## src/rtl/alu_pkg.sv

```systemverilog
// Shared definitions for the alu_pipe slice: op encodings, status bit positions, FSM states.
package alu_pkg;

  localparam logic [3:0] OP_ADD  = 4'd0;
  localparam logic [3:0] OP_ADC  = 4'd1;
  localparam logic [3:0] OP_SBC  = 4'd2;
  localparam logic [3:0] OP_AND  = 4'd3;
  localparam logic [3:0] OP_EOR  = 4'd4;
  localparam logic [3:0] OP_ORA  = 4'd5;
  localparam logic [3:0] OP_BIT  = 4'd6;
  localparam logic [3:0] OP_ASL  = 4'd7;
  localparam logic [3:0] OP_LSR  = 4'd8;
  localparam logic [3:0] OP_ROL  = 4'd9;
  localparam logic [3:0] OP_ROR  = 4'd10;
  localparam logic [3:0] OP_PASS = 4'd11;
  localparam logic [3:0] OP_MUL  = 4'd12;

  localparam int unsigned C_BIT = 7;
  localparam int unsigned Z_BIT = 6;
  localparam int unsigned I_BIT = 5;
  localparam int unsigned D_BIT = 4;
  localparam int unsigned B_BIT = 3;
  localparam int unsigned V_BIT = 1;
  localparam int unsigned N_BIT = 0;

  typedef enum logic [0:0] {StIdle, StMulBusy} alu_state_e;

endpackage

```

## src/rtl/alu_mul_seq.sv

```systemverilog
// Shift-add unsigned multiplier: loads on start, retires one multiplier bit per edge,
// raises done (combinational) on the WIDTH-th edge with the final product on product.
module alu_mul_seq #(
  parameter int unsigned WIDTH = 8
) (
  input  logic               clk,
  input  logic               rst,
  input  logic               start,
  input  logic [WIDTH-1:0]   a,
  input  logic [WIDTH-1:0]   b,
  output logic               done,
  output logic [2*WIDTH-1:0] product
);

  localparam int unsigned CntW = $clog2(WIDTH);

  logic [WIDTH-1:0] mcand_q, hi_q, lo_q;
  logic [CntW-1:0]  cnt_q;
  logic             busy_q;
  logic [WIDTH:0]   hi_sum;

  always_comb begin
    hi_sum  = {1'b0, hi_q} + (lo_q[0] ? {1'b0, mcand_q} : '0);
    // Partial sum shifted right one place; lo_q drains the multiplier as it fills with product.
    product = {hi_sum, lo_q[WIDTH-1:1]};
    done    = busy_q && (cnt_q == CntW'(WIDTH - 1));
  end

  always_ff @(posedge clk or posedge rst) begin
    if (rst) begin
      mcand_q <= '0;
      hi_q    <= '0;
      lo_q    <= '0;
      cnt_q   <= '0;
      busy_q  <= 1'b0;
    end else if (start) begin
      mcand_q <= a;
      hi_q    <= '0;
      lo_q    <= b;
      cnt_q   <= '0;
      busy_q  <= 1'b1;
    end else if (busy_q) begin
      {hi_q, lo_q} <= product;
      cnt_q        <= cnt_q + 1'b1;
      if (done) busy_q <= 1'b0;
    end
  end

endmodule

```

## src/rtl/alu_pipe.sv

```systemverilog
// Handshaked 6502-style ALU with registered outputs and a multi-cycle MUL.
// Define ALU_DECIMAL_EN to build packed-BCD ADC/SBC when the D flag is set.
module alu_pipe import alu_pkg::*; #(
  parameter int unsigned WIDTH = 8
) (
  input  logic             clk,
  input  logic             rst,
  input  logic             in_valid,
  output logic             in_ready,
  input  logic [3:0]       op,
  input  logic [WIDTH-1:0] operand_1,
  input  logic [WIDTH-1:0] operand_2,
  input  logic [7:0]       status_in,
  output logic             out_valid,
  input  logic             out_ready,
  output logic [WIDTH-1:0] result,
  output logic [WIDTH-1:0] result_hi,
  output logic [7:0]       status_out
);

  localparam int unsigned Msb = WIDTH - 1;

  alu_state_e state_q, state_d;
  logic accept, mul_start, mul_done;
  logic [2*WIDTH-1:0] mul_product;
  logic [3:0] mul_flags_q;

  logic             out_valid_q, out_valid_d;
  logic [WIDTH-1:0] result_q, result_d, result_hi_q, result_hi_d;
  logic [7:0]       status_q, status_d;

  logic [WIDTH-1:0] b_eff, alu_res;
  logic [WIDTH:0]   sum;
  logic             cin, c, v, z, n;
  logic [7:0]       alu_status, mul_status;

  logic unused_status;
  assign unused_status = ^{status_in[Z_BIT], status_in[N_BIT]};

  // FSM: state register, next state, outputs
  always_ff @(posedge clk or posedge rst) begin
    if (rst) state_q <= StIdle;
    else     state_q <= state_d;
  end

  always_comb begin
    state_d = state_q;
    case (state_q)
      StIdle:    if (mul_start) state_d = StMulBusy;
      StMulBusy: if (mul_done) state_d = StIdle;
      default:   state_d = StIdle;
    endcase
  end

  always_comb begin
    in_ready  = (state_q == StIdle) && (!out_valid_q || out_ready) && !rst;
    accept    = in_valid && in_ready;
    mul_start = accept && (op == OP_MUL);
  end

  alu_mul_seq #(
    .WIDTH(WIDTH)
  ) u_mul (
    .clk    (clk),
    .rst    (rst),
    .start  (mul_start),
    .a      (operand_1),
    .b      (operand_2),
    .done   (mul_done),
    .product(mul_product)
  );

`ifdef ALU_DECIMAL_EN
  logic [WIDTH-1:0] dec_res;
  logic [4:0]       nib;
  logic             nib_c;

  always_comb begin
    dec_res = '0;
    nib     = '0;
    nib_c   = status_in[C_BIT];
    for (int i = 0; i < int'(WIDTH / 4); i++) begin
      if (op == OP_SBC) begin
        nib   = {1'b0, operand_1[4*i +: 4]} + {1'b0, ~operand_2[4*i +: 4]} + {4'b0, nib_c};
        nib_c = nib[4];
        dec_res[4*i +: 4] = nib_c ? nib[3:0] : nib[3:0] - 4'd6;
      end else begin
        nib   = {1'b0, operand_1[4*i +: 4]} + {1'b0, operand_2[4*i +: 4]} + {4'b0, nib_c};
        nib_c = nib > 5'd9;
        dec_res[4*i +: 4] = nib_c ? nib[3:0] + 4'd6 : nib[3:0];
      end
    end
  end
`endif

  always_comb begin
    b_eff   = (op == OP_SBC) ? ~operand_2 : operand_2;
    cin     = (op == OP_ADD) ? 1'b0 : status_in[C_BIT];
    sum     = {1'b0, operand_1} + {1'b0, b_eff} + {{WIDTH{1'b0}}, cin};
    alu_res = operand_2;
    c       = status_in[C_BIT];
    v       = status_in[V_BIT];
    case (op)
      OP_ADD, OP_ADC, OP_SBC: begin
        alu_res = sum[Msb:0];
        c       = sum[WIDTH];
        v       = (operand_1[Msb] == b_eff[Msb]) && (sum[Msb] != operand_1[Msb]);
      end
      OP_AND, OP_BIT: alu_res = operand_1 & operand_2;
      OP_EOR:         alu_res = operand_1 ^ operand_2;
      OP_ORA:         alu_res = operand_1 | operand_2;
      OP_ASL: begin alu_res = {operand_2[Msb-1:0], 1'b0}; c = operand_2[Msb]; end
      OP_LSR: begin alu_res = {1'b0, operand_2[Msb:1]}; c = operand_2[0]; end
      OP_ROL: begin alu_res = {operand_2[Msb-1:0], status_in[C_BIT]}; c = operand_2[Msb]; end
      OP_ROR: begin alu_res = {status_in[C_BIT], operand_2[Msb:1]}; c = operand_2[0]; end
      default: alu_res = operand_2;
    endcase
    z = (alu_res == '0);
    n = alu_res[Msb];
    if (op == OP_BIT) begin
      n = operand_2[Msb];
      v = operand_2[Msb-1];
    end
`ifdef ALU_DECIMAL_EN
    // N and V stay with the binary sum; only result, C and Z come from the BCD path.
    if ((op == OP_ADC || op == OP_SBC) && status_in[D_BIT]) begin
      alu_res = dec_res;
      c       = nib_c;
      z       = (dec_res == '0);
    end
`endif
    alu_status        = '0;
    alu_status[C_BIT] = c;
    alu_status[Z_BIT] = z;
    alu_status[5:2]   = status_in[5:2];
    alu_status[V_BIT] = v;
    alu_status[N_BIT] = n;

    mul_status        = '0;
    mul_status[C_BIT] = |mul_product[2*WIDTH-1:WIDTH];
    mul_status[Z_BIT] = (mul_product == '0);
    mul_status[5:2]   = mul_flags_q;
    mul_status[N_BIT] = mul_product[Msb];
  end

  always_comb begin
    out_valid_d = out_valid_q;
    result_d    = result_q;
    result_hi_d = result_hi_q;
    status_d    = status_q;
    if (out_valid_q && out_ready) out_valid_d = 1'b0;
    if (accept && (op != OP_MUL)) begin
      out_valid_d = 1'b1;
      result_d    = alu_res;
      result_hi_d = '0;
      status_d    = alu_status;
    end else if (mul_done) begin
      out_valid_d = 1'b1;
      result_d    = mul_product[Msb:0];
      result_hi_d = mul_product[2*WIDTH-1:WIDTH];
      status_d    = mul_status;
    end
  end

  always_ff @(posedge clk or posedge rst) begin
    if (rst) begin
      out_valid_q <= 1'b0;
      result_q    <= '0;
      result_hi_q <= '0;
      status_q    <= '0;
      mul_flags_q <= '0;
    end else begin
      out_valid_q <= out_valid_d;
      result_q    <= result_d;
      result_hi_q <= result_hi_d;
      status_q    <= status_d;
      if (mul_start) mul_flags_q <= status_in[5:2];
    end
  end

  assign out_valid  = out_valid_q;
  assign result     = result_q;
  assign result_hi  = result_hi_q;
  assign status_out = status_q;

endmodule
```

## config.mk

```make
export PLATFORM = sky130hd
export DESIGN_NAME = alu_pipe
export DESIGN_NICKNAME = d
export VERILOG_FILES = /design/src/rtl/alu_pkg.sv /design/src/rtl/alu_mul_seq.sv /design/src/rtl/alu_pipe.sv
export SDC_FILE = /design/constraint.sdc
export NUM_CORES = 1
export LEC_CHECK = 0
export ABC_AREA = 1
export CELL_PAD_IN_SITES_DETAIL_PLACEMENT = 2
export CELL_PAD_IN_SITES_GLOBAL_PLACEMENT = 2
export CORE_MARGIN = 5
export CORE_UTILIZATION = 34
export DETAILED_ROUTE_END_ITERATION = 8
export PLACE_DENSITY_LB_ADDON = 0.1
export SYNTH_ARGS = -nofsm -noshare
export SYNTH_HDL_FRONTEND = slang
export SYNTH_SLANG_ARGS = --single-unit
```

## constraint.sdc

```tcl
create_clock -name clk -period 7.3 [get_ports clk]
set_clock_uncertainty 0.2 [all_clocks]
set_input_delay 1.095 -clock clk [delete_from_list [all_inputs] [get_ports clk]]
set_output_delay 1.095 -clock clk [all_outputs]
set_load 0.03 [all_outputs]
```

==> metrics <==
first-pass GRT wire length ~23000 µm; die outline area between 0.01 and 0.015 mm²; # IOs just under 60; maximum clock frequency 0.220 GHz; DRC Markers 0; pre-CTS setup slack between 2000 and 2500 ps; CTS Root Cell clkbuf_16; clock sinks between 50 and 60; share of layout cells above drive strength 1 between 6 and 7%; Critical Path RT between 7000 and 8000 ps; Yosys reg bits between 50 and 60; Max Slew Vio Count 0; cell mode on critical path nand2_1; worst r2r src u_mul.lo_q[0]; DP Wirelength 10900 µm; largest net degree at the start of global routing 60; worst hold slack about 290 ps; ys flop type dfrtp_1; multi-input logic area 0.00233 mm²; worst-margin pin slew 767 ps; post-synth top area share a little over a third; die boundary height ~120 µm; number of global-route vias before repair 4516; Clk pwr share between 20% and 30%; cell chain of the critical path clkdlybuf4s50_1, nor2_2, nand2_1, xor2_1, fa_1, inv_1, fa_1, inv_1, or2_2, nand3_1, nand3_1, o21ai_1, nand2_1, nor2_1, nand3_1, nand2_1, nand2_1, nand2_1; setup_tns 0 ps; VDD IR max 0.000132 V; fin crit share between 60 and 70%; grt ovf 0; sequential element share of the synthesized area 34.8%; Final setup viols 0; Slew headroom between 40% and 50%; Synth area leader dfrtp_1; leading cell type in the layout, fill and taps excluded nand2_1; Post-Route WL roughly 14000 µm; Crit Path Class primary input to flip-flop; Comb pwr share around two fifths; synth unique cells 34; DR WL/cell 17.5 µm; EDFF count, synth 0; Std-Cell Rows 40; Syn Inst Count approximately 580; Tightest Hold Check Type flip-flop to flip-flop; Reg power frac between 30% and 40%; # fillers 1433; CTS tree yes; Ys Warns 0; Post-Syn Nets 647; crit end category flip-flop; leakage 2.64 nW; H-tree levels 3; Pint around 0.00089 W; CTS max path bufs 2; RSZ-0062 raised after global routing no; Layout area overhead 22.2%; clk slew on worst S/H paths around 50 ps; Hold Buf Count CTS 0; Post-Syn Area around 0.0042 mm²; Total Power ~0.0015 W; gr usage total 20.1%; DR iter-0 viols just under 90; register area about 0.0015 mm²; CP Data Arrival Time 4610 ps; critical path launch point type primary input; PortBufs 55; insertion delay to the later sink of the worst-skew pair around 330 ps; post-CTS setup repair buffer count 0; post-route ant nets 0; Finished Core Util a little over two fifths; slack of the critical path around 2800 ps; hold path start result_hi[3]; syn_area_per_cell 7.21 µm²; Async S/R FF share, synth 100%; die width 121 µm; most frequent cells in the layout 199 x nand2_1, 77 x inv_1, 58 x dfrtp_1, 55 x clkdlybuf4s50_1, 33 x ha_1; status finished, final reports clean; switching part of the total 40.3%; Post-CTS Resized 0; CP startpoint op[3]; core area 0.0120 mm²; switching power roughly 0.00060 W; final hold viol count 0; diodes inserted 0; Tmin final about 4500 ps; initial core utilization about a third; PwrDens between 200 and 300 mW/mm²; total CTS buffers 9; max cap viols 0; Layout Nets 703; initial antenna violation count 0; crit-path max FO 8; DRT Pass-1 Iters 4; Vias 4025; slowest stage cell on the critical path clkdlybuf4s50_1; GP Congestion about 0.84; CP peak stage delay 570 ps; Via density 5.14; synth top area cells dfrtp_1 35%, nand2_1 18%, ha_1 9.9%
==> worst max-delay path, delay by kind of cell <==
kind / cells / cell delay (ps)
simple gates: 11 / 1670
buf+inv: 3 / 740
fa+ha+maj: 2 / 630
xor+xnor: 1 / 270
compound gates: 1 / 200
==> through the flow <==
step,cell area [µm²],cells
after floorplan,4170,579
after global placement,4850,771
after detailed placement,4850,771
after CTS,5100,783
after global routing,5100,783
final,5100,783
==> flip-flops by register name (all words and copies together) (netlist names), 3 cells and up <==
signal / cells
result: 8
result_hi: 8
status_out: 8
u_mul.hi_q: 8
u_mul.lo_q: 8
u_mul.mcand_q: 8
mul_flags_q: 4
u_mul.cnt_q: 3
==> cells by family (layout without fill, tap and decap cells) <==
logic type               Yosys count  after routing  synth area share [%]
AND/OR/NAND/NOR                  287            287                  29.6
buffers and inverters             98            155                  9.29
flip-flops                        58             58                  34.8
adder cells (fa/ha/maj)           36             36                  11.3
XOR/XNOR                          13             13                  2.73
AO/OA/AOI/OAI                     87             87                  12.3
==> power groups by stage <==
stage,clock network (W),logic [W],registers [W]
after floorplan,0,0.000320,0.000567
after global placement,0,0.000606,0.000499
after detailed placement,0,0.000629,0.000505
after CTS,0.000370,0.000636,0.000502
after global routing,0.000386,0.000696,0.000514
final,0.000363,0.000625,0.000500
==> synthesized netlist by cell type, types with 9 or more instances <==
| master | number |
|---|---|
| nor2_1 | 25 |
| o211ai_1 | 10 |
| inv_1 | 78 |
| a21oi_1 | 13 |
| o21ai_0 | 27 |
| o21ai_1 | 21 |
| xor2_1 | 11 |
| inv_2 | 9 |
| nand2_1 | 199 |
| ha_1 | 33 |
| nand3_1 | 30 |
| dfrtp_1 | 58 |
==> final cells by class <==
| cell class | instances | share of cell area [%] |
|---|---|---|
| Inverter | 87 | 6.40 |
| Sequential cell | 58 | 28.4 |
| Multi-Input combinational cell | 423 | 45.8 |
| Timing Repair Buffer | 56 | 10.9 |
| Tap cell | 147 | 3.60 |
| Clock buffer | 11 | 4.76 |
| Clock inverter | 1 | 0.0981 |
==> metal layers <==
layer	global-route usage, %	wire length, µm	vias to the layer above
li1	-	-	1969
met1	23.6	5920	1979
met4	5.67	255	0
met5	0	0	-
met2	37.7	7170	61
met3	3.13	326	16
==> worst paths after layout <==
path | end | slack (ps) | cells past startpoint
worst min-delay path | result_hi[3] | 290 | 2
worst max-delay path | status_out[6] | 2760 | 18
min in group asynchronous | result_hi[6] | 1110 | 3
max in group asynchronous | state_q | 5290 | 3
worst min register to register | result_hi[3] | 290 | 2
worst max register to register | status_out[6] | 4390 | 13
Power figures use the tool's default switching activity.
